### config.mk
export PLATFORM = sky130hd
export DESIGN_NAME = mem_port_arbiter
export DESIGN_NICKNAME = d
export VERILOG_FILES = /design/src/rtl/mem_port_arbiter.sv
export SDC_FILE = /design/constraint.sdc
export NUM_CORES = 1
export LEC_CHECK = 0
export CORE_ASPECT_RATIO = 0.75
export CORE_MARGIN = 3
export CORE_UTILIZATION = 35
export CTS_CLUSTER_SIZE = 14
export DETAILED_ROUTE_END_ITERATION = 6
export PLACE_DENSITY = 0.9
export SETUP_SLACK_MARGIN = 0.2
export SLEW_MARGIN = 20
export SYNTH_ARGS = -nofsm -noshare
export SYNTH_HDL_FRONTEND = slang
export SYNTH_SLANG_ARGS = --single-unit
### constraint.sdc
create_clock -name clk -period 2.2 [get_ports clk]
set_input_delay 0.55 -clock clk [delete_from_list [all_inputs] [get_ports clk]]
set_output_delay 0.55 -clock clk [all_outputs]
set_load 0.05 [all_outputs]
### src/rtl/mem_port_arbiter.sv
// Two-requester arbiter for a single-port memory: round-robin with bounded lock bursts.
// Define MEM_ARB_FIXED_PRIO_EN to give requester 0 fixed priority, with requester 1 starved at most MAX_HOLD cycles.
module mem_port_arbiter #(
    parameter int AWIDTH   = 5,
    parameter int DWIDTH   = 8,
    parameter int MAX_HOLD = 4
) (
    input  logic              clk,
    input  logic              rst,
    input  logic              req0,
    input  logic              req1,
    input  logic              we0,
    input  logic              we1,
    input  logic              lock0,
    input  logic              lock1,
    input  logic [AWIDTH-1:0] addr0,
    input  logic [AWIDTH-1:0] addr1,
    input  logic [DWIDTH-1:0] wdata0,
    input  logic [DWIDTH-1:0] wdata1,
    output logic              ack0,
    output logic              ack1,
    output logic [DWIDTH-1:0] rdata0,
    output logic [DWIDTH-1:0] rdata1,
    output logic              mem_rd,
    output logic              mem_wr,
    output logic [AWIDTH-1:0] mem_addr,
    output logic [DWIDTH-1:0] mem_wdata,
    input  logic [DWIDTH-1:0] mem_rdata,
    output logic [1:0]        owner
);
    localparam int HW = $clog2(MAX_HOLD) + 1;
    localparam logic [HW-1:0] HOLD_LAST = HW'(MAX_HOLD - 1);

    typedef enum logic [1:0] {IDLE = 2'b00, OWN0 = 2'b01, OWN1 = 2'b10} state_t;

    state_t          state, state_nxt;
    logic            rr, rr_nxt;
    logic [HW-1:0]   hold_cnt, hold_nxt;
    logic            cur, req_cur, lock_cur, req_oth, at_last, rotate, prefer1;

    always_comb begin
        cur      = (state == OWN1);
        req_cur  = cur ? req1 : req0;
        lock_cur = cur ? lock1 : lock0;
        req_oth  = cur ? req0 : req1;
        at_last  = (hold_cnt == HOLD_LAST);
`ifdef MEM_ARB_FIXED_PRIO_EN
        // requester 1 yields at once; requester 0 yields only at the hold limit or when it drops
        rotate   = cur ? req0 : (req1 && (at_last || !req0));
        prefer1  = 1'b0;
`else
        rotate   = req_oth && (!(lock_cur && req_cur) || at_last);
        prefer1  = rr;
`endif
    end

    always_comb begin
        state_nxt = state;
        rr_nxt    = rr;
        hold_nxt  = '0;
        case (state)
            IDLE: begin
                if (req0 && req1) state_nxt = prefer1 ? OWN1 : OWN0;
                else if (req0)    state_nxt = OWN0;
                else if (req1)    state_nxt = OWN1;
            end
            default: begin
                if (rotate) begin
                    state_nxt = cur ? OWN0 : OWN1;
                    rr_nxt    = !cur;
                end else if (req_cur) begin
                    hold_nxt  = at_last ? hold_cnt : hold_cnt + 1'b1;
                end else begin
                    state_nxt = IDLE;
                    rr_nxt    = !cur;
                end
            end
        endcase
    end

    always_comb begin
        ack0      = (state == OWN0) && req0;
        ack1      = (state == OWN1) && req1;
        owner     = state;
        mem_rd    = 1'b0;
        mem_wr    = 1'b0;
        mem_addr  = '0;
        mem_wdata = '0;
        if (ack0) begin
            mem_addr  = addr0;
            mem_wr    = we0;
            mem_rd    = !we0;
            mem_wdata = we0 ? wdata0 : '0;
        end else if (ack1) begin
            mem_addr  = addr1;
            mem_wr    = we1;
            mem_rd    = !we1;
            mem_wdata = we1 ? wdata1 : '0;
        end
    end

    always_ff @(posedge clk or negedge rst) begin
        if (!rst) begin
            state    <= IDLE;
            rr       <= 1'b0;
            hold_cnt <= '0;
            rdata0   <= '0;
            rdata1   <= '0;
        end else begin
            state    <= state_nxt;
            rr       <= rr_nxt;
            hold_cnt <= hold_nxt;
            if (ack0 && !we0) rdata0 <= mem_rdata;
            if (ack1 && !we1) rdata1 <= mem_rdata;
        end
    end
endmodule

==> summary.md <==
| Metric | Value |
|---|---|
| Status | `finished clean` |
| Final Max Tran Viols | `0` |
| Fin worst setup slack | `0.209 ns` |
| Drt first-iter violations | `30` |
| Routed WL per cell | `16.9 um` |
| Die Y-Extent | `55.3 um` |
| Clk Latency, worst-skew pair | `0.26 ns` |
| Worst-Margin Slew | `0.520 ns` |
| Utilization after layout | `0.808` |
| Hold Path Class | `flip-flop to flip-flop` |
| CTS H-tree lvls | `1` |
| # DRC | `0` |
| Post-route antenna net violation count | `0` |
| Post-DP HPWL | `2.89 mm` |
| CTS tree | `yes` |
| TritonCTS buffer count | `3` |
| Cell leakage power | `1.16 nW` |
| Drt first pass iters | `4` |
| Critical path class | `flip-flop to output pin` |
| Warnings from Yosys | `0` |
| Reg2reg end | `hold_cnt[0]$_DFFE_PN0P_` |
| GRT Residual Overflow | `0` |
| ANT cells | `0` |
| Dpl ws | `-0.418 ns` |
| P&R area growth vs syn | `116%` |
| Clock transition at the registers of the reported paths | `0.08 ns` |
| Placed cell areas | `2290 um2` |
| Critical register-to-register path startpoint | `hold_cnt[0]$_DFFE_PN0P_` |
| First-pass GRT wire length | `5.99 mm` |
| Fmax | `0.502 GHz` |
| Final Hold Fails | `0` |
| Maximum clock insertion buffer count | `2` |
| R2r setup slk | `0.27 ns` |
| Final worst-path cycle share | `0.905` |
| Critical Path Start Type | `flip-flop` |
| Synth Register Bits | `22` |
| Initial antenna violation count | `0` |
| Peak supply drop | `0.000893 V` |
| Hold_sp | `rdata1[5]$_DFFE_PN0P_` |
| Yosys top cell area share | `0.486` |
| Top-count cell post-synth | `dfrtp_1` |
| Async S/R FF share, synth | `1.00` |
| Layout cells sized above 1 | `0.444` |
| Starting density of the core | `0.375` |
| Slew Limit Headroom | `0.653` |
| Syn Inst Count | `95` |
| Pwr Density | `1050 nW/um2` |
| Hold endpoint | `rdata1[5]$_DFFE_PN0P_` |
| Synth unique cells | `26` |
| Total GRT Usage | `0.189` |
| Chip Width | `71.7 um` |
| Hold Buf Count CTS | `0` |
| Max-cap violation count | `0` |
| Synth Flop Type | `dfrtp_1` |
| Main area contributors after synthesis | `dfrtp_1 (49%), mux2_2 (16%), a22o_1 (10%)` |
| Port bufs | `76` |
| Setup Skew | `0.00846 ns` |
| Via count | `1153` |
| Seq/Total Area, Yosys | `0.486` |
| Core area | `3020 um2` |
| Final setup violation count | `0` |
| Post-synth top cells | `dfrtp_1 (22), mux2_2 (16), a22o_1 (13), nor2_1 (6), inv_1 (5)` |
| Final critical-path required period | `1.99 ns` |
| Number of core rows | `17` |
| Reg2reg path depth | `6` |
| CP Capture Type | `output pin` |
| Vias/cell | `5.08` |
| Routed WL | `3.84 mm` |
| Mapped Avg Cell Area | `11.9 um2` |
| Final RePlAce weighted congestion | `0.814` |
| Syn nets | `139` |
| WP data required | `1.65 ns` |
| Die area | `3960 um2` |
| Arrival @ worst endpoint | `1.44 ns` |
| CTS Root Cell | `clkbuf_8` |
| Hold path depth | `1` |
| EDFF count, synth | `0` |
| Synth area leader | `dfrtp_1` |
| Synth Cell Area | `1130 um2` |
| Worst-path fanout max | `5` |
| Clk sinks | `22` |
| Final Cell Area | `2440 um2` |
| Nets | `234` |
| Vias in the first global route | `1223` |
| RSZ-0062 raised after global routing | `true` |
| Largest net degree at the start of global routing | `23` |
| Io pins | `77` |
-- worst max-delay path by stage --
stage	slack [ns]	start	to
finish	0.21	owner[0]$_DFFE_PN0P_	mem_wdata[3]
global route	0.15	owner[0]$_DFFE_PN0P_	mem_wdata[2]
global placement	-0.36	req1	mem_wdata[1]
floorplan	0.02	owner[0]$_DFFE_PN0P_	mem_wr
CTS	0.20	owner[0]$_DFFE_PN0P_	mem_wdata[1]
detailed placement	-0.42	req1	mem_wdata[3]
-- cells in the final DEF (no fill, tap or decap), drive strengths merged --
| cell | count |
|---|---|
| a211oi | 1 |
| a21oi | 4 |
| a221oi | 1 |
| a22o | 13 |
| and2 | 4 |
| buf | 36 |
| clkbuf | 4 |
| clkdlybuf4s50 | 43 |
| dfrtp | 22 |
| dlygate4sd2 | 5 |
| dlymetal6s2s | 7 |
| ha | 2 |
| inv | 6 |
| mux2 | 16 |
| mux2i | 1 |
| nand2 | 4 |
| nand2b | 2 |
| nand3b | 1 |
| nor2 | 8 |
| nor3 | 1 |
| o21ai | 2 |
| o221ai | 1 |
| o22ai | 2 |
| o31ai | 1 |
| or2 | 1 |
| xor2 | 1 |
-- cells by family after synthesis --
kind of cell	after synthesis	synth area share
AOI/OAI and AO/OA	25	0.172
xor gates and xnor gates	1	0.00774
adders and majority gates	2	0.0221
buffers and inverters	9	0.0376
DFF	22	0.486
muxes	17	0.168
and+or+nand+nor	19	0.106
-- registers in the layout, indices dropped and copies added (netlist names) --
name	cells
hold_cnt	3
rdata1	8
prefer1	1
rdata0	8
owner	2
-- power by group --
part | total, mW | switching, mW | internal [mW] | leakage, nW
Clock | 0.246 | 0.117 | 0.129 | 0.0228
Combinational | 1.64 | 0.981 | 0.662 | 0.874
Sequential | 0.668 | 0.0918 | 0.576 | 0.266
Total | 2.56 | 1.19 | 1.37 | 1.16
-- critical path, stage by stage (launching register included) --
cell,delay [ns]
dfrtp_2,0.41
nand3b_4,0.16
inv_4,0.04
and2_4,0.16
a22o_4,0.26
buf_12,0.15
-- metal layers --
metal	global-route usage	vias to the layer above	wire length, um
met3	0.0436	8	303
met5	0	-	0
met4	0.0402	0	74
met1	0.235	548	1570
met2	0.331	58	1890
li1	-	539	-
-- timing repair --
action                                 CTS  global route
cloned                                   2             0
pin swaps                                7             8
endpoints found under the hold margin    0             0
setup endpoints to repair               20            22
setup buffers                            2             1
resized for setup                       26             9
-- stage by stage --
stage / hold slack [ns] / power [mW] / TNS (ns) / instances
2_1_floorplan: 0.254 / 1.65 / 0 / 95
3_3_place_gp: 0.488 / 2.26 / -3.80 / 218
3_5_place_dp: 0.498 / 2.29 / -4.30 / 218
4_1_cts: 0.516 / 2.58 / 0 / 226
5_1_grt: 0.526 / 2.67 / 0 / 227
6_report: 0.508 / 2.56 / 0 / 227
-- cell type report --
class,instances,area [um2]
clock buffer,4,45.0
fill,192,579
inverter,6,25.0
multi-input combinational,66,703
sequential,22,553
tap,38,47.5
timing repair buffer,91,1070
Power figures use the tool's default switching activity.
